`src/rtl/multicycle_control_fsm_if.sv`:
```
// Shared instruction/data memory port between the multi-cycle controller and the memory.
// The controller is the master; it holds mem_req until the memory answers with mem_ready.
interface multicycle_control_fsm_if;
  logic mem_req;
  logic mem_we;
  logic mem_src;
  logic mem_ready;

  modport master (
    output mem_req,
    output mem_we,
    output mem_src,
    input  mem_ready
  );

  modport slave (
    input  mem_req,
    input  mem_we,
    input  mem_src,
    output mem_ready
  );
endinterface

```
`src/rtl/multicycle_control_fsm.sv`:
```
// Sequencing controller for the multi-cycle RV32I core: FETCH/DECODE/EXEC/MEM/WB with bus timeout.
// Define ILLEGAL_TRAP_EN to halt on an illegal opcode; otherwise illegal opcodes retire as NOPs.
module multicycle_control_fsm #(
  parameter int unsigned MAX_WAIT = 15
) (
  input  logic                            clk,
  input  logic                            reset,
  input  logic [6:0]                      opcode,
  input  logic                            branch_taken,
  multicycle_control_fsm_if.master        mem,
  output logic                            ir_write,
  output logic [2:0]                      imm_type,
  output logic [1:0]                      alu_src_a,
  output logic                            alu_src_b,
  output logic [1:0]                      alu_op,
  output logic                            reg_write,
  output logic [1:0]                      wb_sel,
  output logic                            pc_write,
  output logic [1:0]                      pc_src,
  output logic [2:0]                      state,
  output logic                            halted
);

  localparam logic [6:0] OpLoad   = 7'b0000011;
  localparam logic [6:0] OpOpImm  = 7'b0010011;
  localparam logic [6:0] OpAuipc  = 7'b0010111;
  localparam logic [6:0] OpStore  = 7'b0100011;
  localparam logic [6:0] OpOp     = 7'b0110011;
  localparam logic [6:0] OpLui    = 7'b0110111;
  localparam logic [6:0] OpBranch = 7'b1100011;
  localparam logic [6:0] OpJalr   = 7'b1100111;
  localparam logic [6:0] OpJal    = 7'b1101111;
  localparam logic [7:0] MaxWait  = 8'(MAX_WAIT);

  typedef enum logic [2:0] {
    StReset  = 3'd0,
    StFetch  = 3'd1,
    StDecode = 3'd2,
    StExec   = 3'd3,
    StMem    = 3'd4,
    StWb     = 3'd5,
    StHalt   = 3'd6
  } state_e;

  state_e     state_q, state_d;
  logic [7:0] wait_q, wait_d;

  logic       legal;
  logic [2:0] sel_imm;
  logic [1:0] sel_a;
  logic       sel_b;
  logic [1:0] sel_op;
  logic [1:0] sel_wb;
  logic       sel_en;

  // Per-opcode datapath selects; only exported while an instruction is in flight.
  always_comb begin
    legal   = 1'b1;
    sel_imm = 3'd7;
    sel_a   = 2'd0;
    sel_b   = 1'b0;
    sel_op  = 2'd0;
    sel_wb  = 2'd0;
    case (opcode)
      OpLoad:   begin sel_imm = 3'd0; sel_b = 1'b1; sel_wb = 2'd1; end
      OpOpImm:  begin sel_imm = 3'd0; sel_b = 1'b1; sel_op = 2'd1; end
      OpAuipc:  begin sel_imm = 3'd3; sel_a = 2'd1; sel_b = 1'b1; end
      OpStore:  begin sel_imm = 3'd1; sel_b = 1'b1; end
      OpOp:     sel_op = 2'd1;
      OpLui:    begin sel_imm = 3'd3; sel_a = 2'd2; sel_b = 1'b1; end
      OpBranch: begin sel_imm = 3'd2; sel_op = 2'd2; end
      OpJalr:   begin sel_imm = 3'd0; sel_b = 1'b1; sel_wb = 2'd2; end
      OpJal:    begin sel_imm = 3'd4; sel_a = 2'd1; sel_b = 1'b1; sel_wb = 2'd2; end
      default:  legal = 1'b0;
    endcase
  end

  always_ff @(posedge clk) begin
    if (reset) begin
      state_q <= StReset;
      wait_q  <= '0;
    end else begin
      state_q <= state_d;
      wait_q  <= wait_d;
    end
  end

  always_comb begin
    state_d      = state_q;
    wait_d       = '0;
    sel_en       = 1'b0;
    mem.mem_req  = 1'b0;
    mem.mem_we   = 1'b0;
    mem.mem_src  = 1'b0;
    ir_write     = 1'b0;
    reg_write    = 1'b0;
    pc_write     = 1'b0;
    pc_src       = 2'd0;
    halted       = 1'b0;
    unique case (state_q)
      StReset: state_d = StFetch;
      StFetch: begin
        mem.mem_req = 1'b1;
        if (mem.mem_ready) begin
          ir_write = 1'b1;
          state_d  = StDecode;
        end
      end
      StDecode: begin
        sel_en = 1'b1;
        if (legal) begin
          state_d = StExec;
        end else begin
`ifdef ILLEGAL_TRAP_EN
          state_d = StHalt;
`else
          state_d = StWb;
`endif
        end
      end
      StExec: begin
        sel_en = 1'b1;
        if (opcode == OpBranch) begin
          pc_write = 1'b1;
          pc_src   = {1'b0, branch_taken};
          state_d  = StFetch;
        end else if (opcode == OpLoad || opcode == OpStore) begin
          state_d = StMem;
        end else begin
          state_d = StWb;
        end
      end
      StMem: begin
        sel_en      = 1'b1;
        mem.mem_req = 1'b1;
        mem.mem_src = 1'b1;
        mem.mem_we  = (opcode == OpStore);
        if (mem.mem_ready) begin
          if (opcode == OpStore) begin
            pc_write = 1'b1;
            state_d  = StFetch;
          end else begin
            state_d = StWb;
          end
        end
      end
      StWb: begin
        sel_en    = 1'b1;
        reg_write = legal;  // illegal opcodes only reach here as a NOP
        pc_write  = 1'b1;
        if (opcode == OpJal) pc_src = 2'd1;
        else if (opcode == OpJalr) pc_src = 2'd2;
        state_d = StFetch;
      end
      StHalt: halted = 1'b1;
      default: state_d = StReset;
    endcase

    // Bus timeout: a ready on the final allowed cycle still completes normally.
    if ((state_q == StFetch || state_q == StMem) && !mem.mem_ready) begin
      if (wait_q == MaxWait) state_d = StHalt;
      else wait_d = wait_q + 8'd1;
    end
  end

  assign imm_type  = sel_en ? sel_imm : 3'd0;
  assign alu_src_a = sel_en ? sel_a   : 2'd0;
  assign alu_src_b = sel_en ? sel_b   : 1'b0;
  assign alu_op    = sel_en ? sel_op  : 2'd0;
  assign wb_sel    = sel_en ? sel_wb  : 2'd0;
  assign state     = state_q;

endmodule
```
`src/flat_wrapper.sv`:
```
// flat-port wrapper written by rule: the top's interface ports become plain ports
module multicycle_control_fsm_flat 
#(
  parameter int unsigned MAX_WAIT = 15
)
  (clk, reset, opcode, branch_taken, ir_write, imm_type, alu_src_a, alu_src_b, alu_op, reg_write, wb_sel, pc_write, pc_src, state, halted, mem_mem_req, mem_mem_we, mem_mem_src, mem_mem_ready);
  multicycle_control_fsm_if mem_i ();
  input  logic clk;
  input  logic reset;
  input  logic [6:0] opcode;
  input  logic branch_taken;
  output logic ir_write;
  output logic [2:0] imm_type;
  output logic [1:0] alu_src_a;
  output logic alu_src_b;
  output logic [1:0] alu_op;
  output logic reg_write;
  output logic [1:0] wb_sel;
  output logic pc_write;
  output logic [1:0] pc_src;
  output logic [2:0] state;
  output logic halted;
  output wire logic [$bits(mem_i.mem_req)-1:0] mem_mem_req;
  output wire logic [$bits(mem_i.mem_we)-1:0] mem_mem_we;
  output wire logic [$bits(mem_i.mem_src)-1:0] mem_mem_src;
  input wire logic [$bits(mem_i.mem_ready)-1:0] mem_mem_ready;
  assign mem_mem_req = mem_i.mem_req;
  assign mem_mem_we = mem_i.mem_we;
  assign mem_mem_src = mem_i.mem_src;
  assign mem_i.mem_ready = mem_mem_ready;
  multicycle_control_fsm #(.MAX_WAIT(MAX_WAIT)) u_core (.clk(clk), .reset(reset), .opcode(opcode), .branch_taken(branch_taken), .mem(mem_i), .ir_write(ir_write), .imm_type(imm_type), .alu_src_a(alu_src_a), .alu_src_b(alu_src_b), .alu_op(alu_op), .reg_write(reg_write), .wb_sel(wb_sel), .pc_write(pc_write), .pc_src(pc_src), .state(state), .halted(halted));
endmodule
```
`config.mk`:
```
export PLATFORM = sky130hd
export DESIGN_NAME = multicycle_control_fsm_flat
export DESIGN_NICKNAME = d
export VERILOG_FILES = /design/src/rtl/multicycle_control_fsm_if.sv /design/src/rtl/multicycle_control_fsm.sv /design/src/flat_wrapper.sv
export SDC_FILE = /design/constraint.sdc
export NUM_CORES = 1
export LEC_CHECK = 0
export BUFFER_PORTS_ARGS = -buffer_cell sky130_fd_sc_hd__buf_2
export CORE_MARGIN = 3
export CORE_UTILIZATION = 30
export DETAILED_ROUTE_END_ITERATION = 12
export PLACE_DENSITY = 0.62
export SLEW_MARGIN = 30
export SYNTH_ARGS = -nofsm -noshare
export SYNTH_HDL_FRONTEND = slang
export SYNTH_SLANG_ARGS = --single-unit
```
`constraint.sdc`:
```
create_clock -name clk -period 1.4 [get_ports clk]
set_input_delay 0.21 -clock clk [delete_from_list [all_inputs] [get_ports clk]]
set_output_delay 0.21 -clock clk [all_outputs]
set_load 0.01 [all_outputs]
```
==> run metrics, run 1 <==
status=finished, violations left; violated checks=negative setup slack; Slew @ Worst Pin=0.336 ns; most used cell, CP=buf_6; die area=3590 um2; Post-Synthesis Mean Instance Area=between 7 and 8 um2; drt wl/cell=14.5 um; end point of the critical path=pc_write; n_diodes=0; worst vdd ir=approximately 0.74 mV; Synth top area share=25.3%; Final nets=between 150 and 200; compound-gate portion of the synthesized area=18.2%; FF+latch area=228 um2; crit end category=output port; delay-heaviest family, CP=buffers and inverters; RSZ-0062 raised after global routing=yes; Critical R2R Capture=u_core.state[1]; # DRC=0; Initial Util=33.4%; final instance area=1570 um2; Root Buffer=clkbuf_4; share of layout cells above drive strength 1=59.2%; relative slew slack=just under 80%; GRT Util Overall=between 15 and 20%; number of I/O pins=33; gpl congestion=0.868; post-synthesis sequential area ratio=25.3%; CTS tree=built; Port Buffers=32; crit path max fanout=3; most common cell in the netlist=nor2_1; CTS sink cnt=11; Die Ht=approximately 60 um; CP cell instances=buf_6 -> nor2b_4 -> buf_6 -> buf_6 -> nand2_2 -> o2bb2ai_2 -> buf_2; worst reg2reg path depth=5; critical path startpoint category=register; Hold WC Path Type=primary input to register; Post-synth EDFFs=0; row cnt=18; hold slack=0.282 ns; pin count of the biggest net entering global routing=14; Async SR Flop Fraction=0%; CTS Buf Count=3; Syn Inst Count=123; GRT overflow=0; area grow syn2layout=80.2%; Longest Clk Path Bufs=2; Yosys top cell by area=dfxtp_1; post-synthesis cell area=872 um2; fillers=230; TritonRoute pass-1 iters=4; depth of the CTS H-tree=1; Register-to-Register Setup Slack=-0.15 ns; Clock Latency Late Sink=0.27 ns; main combinational cell family by area after synthesis=simple AND/OR/NAND/NOR gates; minimum clock period=between 1.5 and 2 ns; Syn. warnings=0; antenna-violating nets left=0; Die W=59.9 um; Arr. time, crit path=between 1 and 1.5 ns; period utilization=115%; First DRT Iteration DRCs=35; main area contributors after synthesis=dfxtp_1, nor2_1, nand2_1; Core Box Area=2610 um2; simple-gate share of the synthesized area=~44%; P per Cell Area=roughly 570 nW/um2; slowest stage delay, CP=0.33 ns; critical path data required time=1.19 ns; fin worst setup slack=-0.208 ns; Synth Area in Adders=1.43%; Routed WL=3100 um; main flop type after synthesis=dfxtp_1; RR Startpoint=u_core.state[2]; Netlist cell types=43; vias in the first global route=1,130; Final Skew=~0.0038 ns; worst path bufs/invs=4; dpl cells=202; Final Instance Count excl. Fillers=around 210; placed cell area=1260 um2; Post-Syn Nets=135; antenna violations before repair=0; total of max-cap violations=0; DPL Wire Length=2130 um; Final Max Slew Viols=0; Critical path origin=u_core.state[1]; #FFs+latches synth=11; Max Freq=a little over 0.6 GHz; Lkg Pwr=0.676 nW; CP max stage cell=dfxtp_2; mux cell area share after synthesis=0%; global-route wire length before repair=4830 um; Worst-path clk slew=roughly 0.070 ns; CP Depth=7; synth cell count leaders=nor2_1, dfxtp_1, nand2_1, nor3_1; area of the multi-input gates=830 um2; final hold violations=0; Final setup viols=26; Vias/cell=5.46; Vias=1,169; Post-Synth XOR/XNOR Area=6.03%; hold_buf cts=0; critical path class=register to output port
sequential cells by signal (all words and copies together) (netlist names):
signal         flops
u_core.wait_q      8
u_core.state       3
layout make-up:
type                    instances  area share [%]
clock buffers                   4            1.67
inverters                       3           0.717
multi-input cells             103            52.8
flip-flops and latches         11            14.5
well taps                      30            2.39
repair buffers                 63            27.9
layer usage:
layer	GRT usage, %	share of wire (%)
met1	20.5	42
met2	32.4	52
met3	1.51	3.7
met4	6.96	2.2
met5	0	0
through the flow:
step / setup TNS, ns / util [%] / total power [mW] / setup slack (ns)
finish: -2.69 / 60.2 / 0.898 / -0.208
global route: -4.30 / 60.2 / 0.942 / -0.280
CTS: -2.64 / 55.4 / 0.848 / -0.202
detailed placement: -1.40 / 48.2 / 0.584 / -0.210
global placement: -1.15 / 48.2 / 0.580 / -0.173
floorplan: -0.563 / - / 0.473 / -0.146
logic make-up (layout without fill, tap and decap cells):
family | after synthesis | after routing
buffers and inverters | 9 | 70
XOR/XNOR | 6 | 6
AND/OR/NAND/NOR | 73 | 73
adder cells (fa/ha/maj) | 1 | 1
flip-flops | 11 | 11
AO/OA/AOI/OAI | 23 | 23
where the power goes:
group | leakage, nW | internal (mW) | switching, mW
Combinational | 0.570 | 0.163 | 0.178
Sequential | 0.0910 | 0.322 | 0.00898
Clock | 0.0150 | 0.110 | 0.116
what timing repair did:
item	in CTS	in global routing
setup endpoints to repair	20	30
hold endpoints to repair	0	0
pin swaps	10	13
buffers inserted	6	2
gates resized for setup	29	24
gates cloned	0	0
how the worst min path moves through the flow:
stage	depth (start not counted)	to	slack [ns]	startpoint
global route	2	u_core.state[1]	0.28	reset
CTS	2	u_core.state[1]	0.24	reset
floorplan	1	u_core.state[1]	0.34	reset
global placement	1	u_core.wait_q[0]	0.43	u_core.wait_q[0]
finish	2	u_core.state[1]	0.28	reset
detailed placement	1	u_core.wait_q[0]	0.48	u_core.wait_q[0]
placed cells by master (no fill, tap or decap), drive strengths merged, types with 2 or more instances in the layout:
| master | instances |
|---|---|
| nand3b | 2 |
| nor2b | 2 |
| dfxtp | 11 |
| o21ai | 4 |
| o22ai | 2 |
| xnor2 | 4 |
| a21oi | 6 |
| nand3 | 4 |
| buf | 63 |
| or2b | 2 |
| or3 | 3 |
| nor3 | 7 |
| nand2 | 11 |
| and3 | 2 |
| clkbuf | 4 |
| nor4 | 4 |
| nor2 | 21 |
| xor2 | 2 |
| nand2b | 6 |
| inv | 3 |
(Power assumes the default switching activity.)
==> run 2: changes to the inputs <==
==> constraint.sdc (replaced) <==
create_clock -name clk -period 1.4 [get_ports clk]
set_input_delay 0.21 -clock clk [delete_from_list [all_inputs] [get_ports clk]]
set_output_delay 0.21 -clock clk [all_outputs]
set_load 0.1 [all_outputs]
==> run metrics, run 2 (same netlist as run 1, synthesis figures left out) <==
Final nets=224 (+14%); Clock Latency Late Sink=0.28 ns (about the same); vias in the first global route=1,486 (+32%); DPL Wire Length=2670 um (+25%); most used cell, CP=buf_4; switching part of the total power=43.5% (+9.7 points); commonest cells after routing, fill and taps aside=buf_4, buf_12, buf_6, buf_2; Hold Crit Endpoint=u_core.wait_q[6]; RR Startpoint=u_core.state[1]; GRT Util Overall=25.5% (+8.0 points); Initial Util=33.4% (unchanged); relative slew slack=73.5% (-3.9 points); commonest non-fill, non-tap cell in the layout=buf_4; Top reg by flops=u_core.wait_q; status=finished, violations left; hold_buf cts=0 (unchanged); Vias/cell=5.97 (+9.2%); Largest register FFs=8 (unchanged); RSZ-0062 raised after global routing=yes; CTS Buf Count=3 (unchanged); Clk pwr share=17.0% (-8.2 points); Core Box Area=2610 um2 (unchanged); Critical R2R Capture=u_core.state[1]; dpl cells=222 (+9.9%); hold wc startpoint=mem_mem_ready; worst reg2reg path depth=6 (+1); CP cell instances=nor2b_4 -> buf_4 -> buf_4 -> nand2_1 -> o2bb2ai_4 -> buf_12; Vias=1,438 (+23%); Net Switching=573 uW (+89%); P per Cell Area=571 nW/um2 (about the same); CP max stage cell=dfxtp_4; Slew @ Worst Pin=0.397 ns (+0.0602 ns); period utilization=131% (+17 points); slowest stage delay, CP=0.40 ns (+0.07 ns); Worst Hold Depth=4 (+2); antenna violations before repair=0 (unchanged); critical path data required time=1.19 ns (about the same); CTS sink cnt=11 (unchanged); Final Instance Count excl. Fillers=241 (+13%); Die W=59.9 um (unchanged); Comb pwr share=57.5% (+19 points); Final Max Slew Viols=0 (unchanged); Port Buffers=32 (unchanged); n_diodes=0 (unchanged); critical path startpoint category=register; number of I/O pins=33 (unchanged); drt wl/cell=22.2 um (+53%); antenna-violating nets left=0 (unchanged); Lkg Pwr=0.957 nW (+42%); Final Skew=0.00142 ns (-0.00236 ns); Arr. time, crit path=1.63 ns (+0.23 ns); First DRT Iteration DRCs=101 (+190%); fin worst setup slack=-0.440 ns (-0.232 ns); Hold WC Path Type=primary input to register; die area=3590 um2 (unchanged); Root Buffer=clkbuf_4; pin count of the biggest net entering global routing=10 (-4); row cnt=18 (unchanged); Final setup viols=23 (-12%); minimum clock period=1.84 ns (+0.232 ns); Critical path origin=u_core.state[2]; internal power=745 uW (+25%); gpl congestion=0.870 (+0.14%); crit path max fanout=5 (+2); worst vdd ir=0.766 mV (+4.1%); sequential power share=25.5% (-11 points); GRT overflow=0 (unchanged); critical path class=register to output port; depth of the CTS H-tree=1 (unchanged); violated checks=negative setup slack; Max Freq=0.544 GHz (-13%); total of max-cap violations=0 (unchanged); final hold violations=0 (unchanged); TritonRoute pass-1 iters=4 (unchanged); PnR Total Power=1.32 mW (+47%); Routed WL=5350 um (+73%); Die Ht=59.9 um (unchanged); Longest Clk Path Bufs=2 (unchanged); share of layout cells above drive strength 1=70.6% (+11 points); Register-to-Register Setup Slack=-0.15 ns (about the same); CTS tree=built; Worst-path clk slew=0.07 ns (about the same); global-route wire length before repair=6900 um (+43%); # DRC=0 (unchanged); crit end category=output port; fillers=116 (-50%); area grow syn2layout=165%; Sum Neg Setup Slack=-6.70 ns (-4.01 ns)
## run 2: layout make-up
cell class	instances	area, um2	share of cell area (%)
inverter	3	11.3	0.488
timing repair buffer	90	985	42.6
sequential	11	234	10.1
multi-input combinational	103	1020	44.0
tap	30	37.5	1.63
clock buffer	4	26.3	1.14
## run 2: worst max-delay path by stage
| stage | to | slack, ns | cells past startpoint |
|---|---|---|---|
| floorplan | wb_sel[0] | -0.97 | 4 |
| global placement | mem_mem_we | -0.33 | 5 |
| detailed placement | mem_mem_we | -0.35 | 5 |
| CTS | alu_op[0] | -0.36 | 6 |
| global route | pc_write | -0.47 | 6 |
| finish | pc_write | -0.44 | 6 |
## run 2: power by group through the flow
stage	registers (mW)	logic, mW	clock network, mW
floorplan	0.379	0.307	0
global placement	0.336	0.568	0
detailed placement	0.337	0.579	0
CTS	0.330	0.669	0.217
global route	0.336	0.782	0.239
finish	0.336	0.758	0.225
## run 2: timing repair
| item | CTS | global route |
|---|---|---|
| gates resized for setup | 36 | 30 |
| pin swaps | 17 | 12 |
| endpoints found under the setup margin | 22 | 31 |
| setup buffers | 10 | 6 |
## run 2: routing by layer
layer	up-vias	global-route usage (%)	wire length, um
li1	621	-	-
met1	705	27.6	1850
met2	85	49.2	2910
met3	27	3.67	305
met4	0	8.86	283
met5	-	0	0
## run 2: worst max-delay path, delay by kind of cell (launching register included)
kind	cells	cell delay [ns]
buf+inv	3	0.45
flops	1	0.40
simple gates	2	0.32
compound gates	1	0.18
## run 2: metrics by stage
stage / util [%] / hold slack [ns] / setup slack (ns) / area [um2]
2_1_floorplan: - / 0.329 / -0.968 / 1110
3_3_place_gp: 71.2 / 0.434 / -0.332 / 1860
3_5_place_dp: 71.2 / 0.436 / -0.349 / 1860
4_1_cts: 81.7 / 0.316 / -0.362 / 2130
5_1_grt: 88.4 / 0.333 / -0.466 / 2310
6_report: 88.4 / 0.327 / -0.440 / 2310
==> run 3: changes to the inputs <==
CORE_UTILIZATION = 43   (was 30)
PLACE_DENSITY = 0.81   (was 0.62)
==> run metrics, run 3 <==
Log Error=[ERROR DPL-0038] Utilization greater than 100%, impossible to legalize; Die Ht=51.0 um (-15%); main area contributors after synthesis=dfxtp_1, nor2_1, nand2_1; Synth Area in Adders=1.43% (unchanged); Post-synth EDFFs=0 (unchanged); post-synthesis cell area=872 um2 (unchanged); mux cell area share after synthesis=0% (unchanged); compound-gate portion of the synthesized area=18.2% (unchanged); Port Buffers=32 (unchanged); simple-gate share of the synthesized area=44.0% (unchanged); post-synthesis sequential area ratio=25.3% (unchanged); Syn. warnings=0 (unchanged); status=did not finish; Initial Util=47.9% (+15 points); Post-Synthesis Mean Instance Area=7.09 um2 (unchanged); main combinational cell family by area after synthesis=simple AND/OR/NAND/NOR gates; Async SR Flop Fraction=0% (unchanged); main flop type after synthesis=dfxtp_1; Syn Inst Count=123 (unchanged); Post-Synth XOR/XNOR Area=6.03% (unchanged); #FFs+latches synth=11 (unchanged); row cnt=15 (-3); Fail Step=detailed placement (3_5_place_dp); Netlist cell types=43 (unchanged); number of I/O pins=33 (unchanged); Die W=51.0 um (-15%); Post-Syn Nets=135 (unchanged); Yosys top cell by area=dfxtp_1; synth cell count leaders=nor2_1, dfxtp_1, nand2_1, nor3_1; Synth top area share=25.3% (unchanged); most common cell in the netlist=nor2_1; gpl congestion=0.859 (-1.2%)
==> run 3: cells by family after synthesis <==
group,count (synthesis)
AOI/OAI and AO/OA,23
xor gates and xnor gates,6
adders and majority gates,1
buffers and inverters,9
DFF,11
and+or+nand+nor,73
==> run 3: metrics by stage <==
stage / instances / area [um2] / TNS [ns] / hold slack, ns
3_3_place_gp: 215 / 1850 / -3.00 / 0.427
2_1_floorplan: 123 / 1110 / -12.01 / 0.329
==> run 4: changes to the inputs <==
CORE_AREA = 3 3 64 66   (was unset)
CORE_MARGIN = unset   (was 3)
CORE_UTILIZATION = unset   (was 43)
DIE_AREA = 0 0 67 69   (was unset)
PLACE_DENSITY = unset   (was 0.81)
PLACE_DENSITY_LB_ADDON = 0.15   (was unset)
clock period = 1.8 ns   (was 1.4 ns; I/O delays follow)
==> run metrics, run 4 (same netlist as run 1, synthesis figures left out) <==
Max Freq=about 0.55 GHz; share of layout cells above drive strength 1=about half; status=finished, violations left; Core Box Area=3630 um2; Final Max Slew Viols=0; Clock Latency Late Sink=0.23 ns; n_diodes=0; Net Switching=360 uW; period utilization=101%; Vias/cell=roughly 4.8; global-route wire length before repair=5250 um; crit path max fanout=6; critical path class=register to output port; Root Buffer=clkbuf_8; Final nets=190; First DRT Iteration DRCs=43; CTS Buf Count=3; Die W=67 um (+31%); Largest register FFs=8; violated checks=negative setup slack; CTS tree=built; sequential power share=28.9%; met2 wire length=1440 um; fin worst setup slack=-0.0240 ns; number of I/O pins=33 (unchanged); pin count of the biggest net entering global routing=14; CP cell instances=nor2b_4 -> buf_6 -> o21ai_4 -> nor4_4 -> buf_12; Initial Util=24.0% (-24 points); GRT overflow=0; P per Cell Area=roughly 500 nW/um2; Post-Place Setup Slack=-0.0768 ns; Die Ht=69 um (+35%); worst vdd ir=0.238 mV; Vias=between 1,000 and 1,500; TritonRoute pass-1 iters=4; worst reg2reg path depth=4; hold_buf cts=0; Final Skew=about 0.00080 ns; gpl congestion=0.858 (-0.14%); Hold WC Path Type=primary input to register; die area=4620 um2; Slew @ Worst Pin=0.486 ns; critical path data required time=1.53 ns; Comb pwr share=approximately 44%; CTS sink cnt=11; slowest stage delay, CP=~0.38 ns; total of max-cap violations=0; Routed WL=2870 um; CP max stage cell=dfxtp_4; Clk pwr share=26.7%; met3 wire len=about 140 um; Top reg by flops=u_core.wait_q; crit end category=output port; # DRC=0; Worst Hold Depth=2; Final setup viols=3; drt wl/cell=12.8 um; row cnt=22 (+7); DPL Wire Length=2340 um; antenna violations before repair=0; minimum clock period=1.82 ns; Worst-path clk slew=approximately 0.050 ns; final hold violations=0; depth of the CTS H-tree=1; relative slew slack=67.9%; Port Buffers=32 (unchanged); Lkg Pwr=roughly 0.69 nW; PnR Total Power=890 uW; vias in the first global route=1,148; M1 wire length=1250 um; critical path startpoint category=register; Longest Clk Path Bufs=2; GRT Util Overall=14.2%; Arr. time, crit path=1.55 ns; commonest cells after routing, fill and taps aside=buf_4, buf_2, buf_12, nor2_1, nand2_1; area grow syn2layout=103%; switching part of the total power=40.5%; antenna-violating nets left=0; commonest non-fill, non-tap cell in the layout=buf_4; internal power=around 530 uW; RSZ-0062 raised after global routing=yes; Top Layer Used=met4
run 4: worst max-delay path, delay by kind of cell, from the launching register on:
kind	cells	cell delay [ns]
simple gates	2	0.51
flops	1	0.38
buf+inv	2	0.34
compound gates	1	0.08
run 4: stage by stage:
step                      area [um2]  hold WS, ns  setup TNS (ns)  util [%]  instances
after detailed placement        1650        0.454          -0.335      45.4        219
after floorplan                 1110        0.389           -5.23         -        123
after global placement          1650        0.427          -0.289      45.4        219
after global routing            1770        0.360          -0.405      48.7        225
final                           1770        0.341         -0.0357      48.7        225
after CTS                       1750        0.338         -0.0691      48.2        225
run 4: power groups by stage:
stage / combinational (mW) / clock, mW / sequential (mW)
after floorplan: 0.239 / 0 / 0.295
after global placement: 0.379 / 0 / 0.261
after detailed placement: 0.381 / 0 / 0.261
after CTS: 0.394 / 0.247 / 0.257
after global routing: 0.419 / 0.261 / 0.258
final: 0.395 / 0.238 / 0.257
run 4: timing repair:
item / in CTS / in global routing
gates resized for setup: 9 / 4
cloned: 0 / 0
buffers inserted: 2 / 0
pin swaps: 2 / 1
endpoints found under the setup margin: 9 / 10
run 4: cell type report:
class | instances | area, um2
Multi-Input combinational cell | 103 | 847
Clock buffer | 4 | 45.0
Timing Repair Buffer | 56 | 576
Sequential cell | 11 | 231
Fill cell | 354 | 1860
Inverter | 3 | 11.3
Tap cell | 48 | 60.1
run 4: path summary, 6_finish.rpt:
kind                          from          endpoint  slack, ns
hold / removal               reset   u_core.state[1]       0.34
setup reg to reg   u_core.state[1]   u_core.state[1]       0.15
hold reg to reg   u_core.wait_q[0]  u_core.wait_q[0]       0.45
setup / recovery   u_core.state[1]         wb_sel[0]      -0.02
run 4: layer usage:
layer,up-vias,GRT usage (%)
met5,-,0
met4,0,4.28
met3,5,2.28
met2,28,24.0
met1,500,18.1
li1,549,-
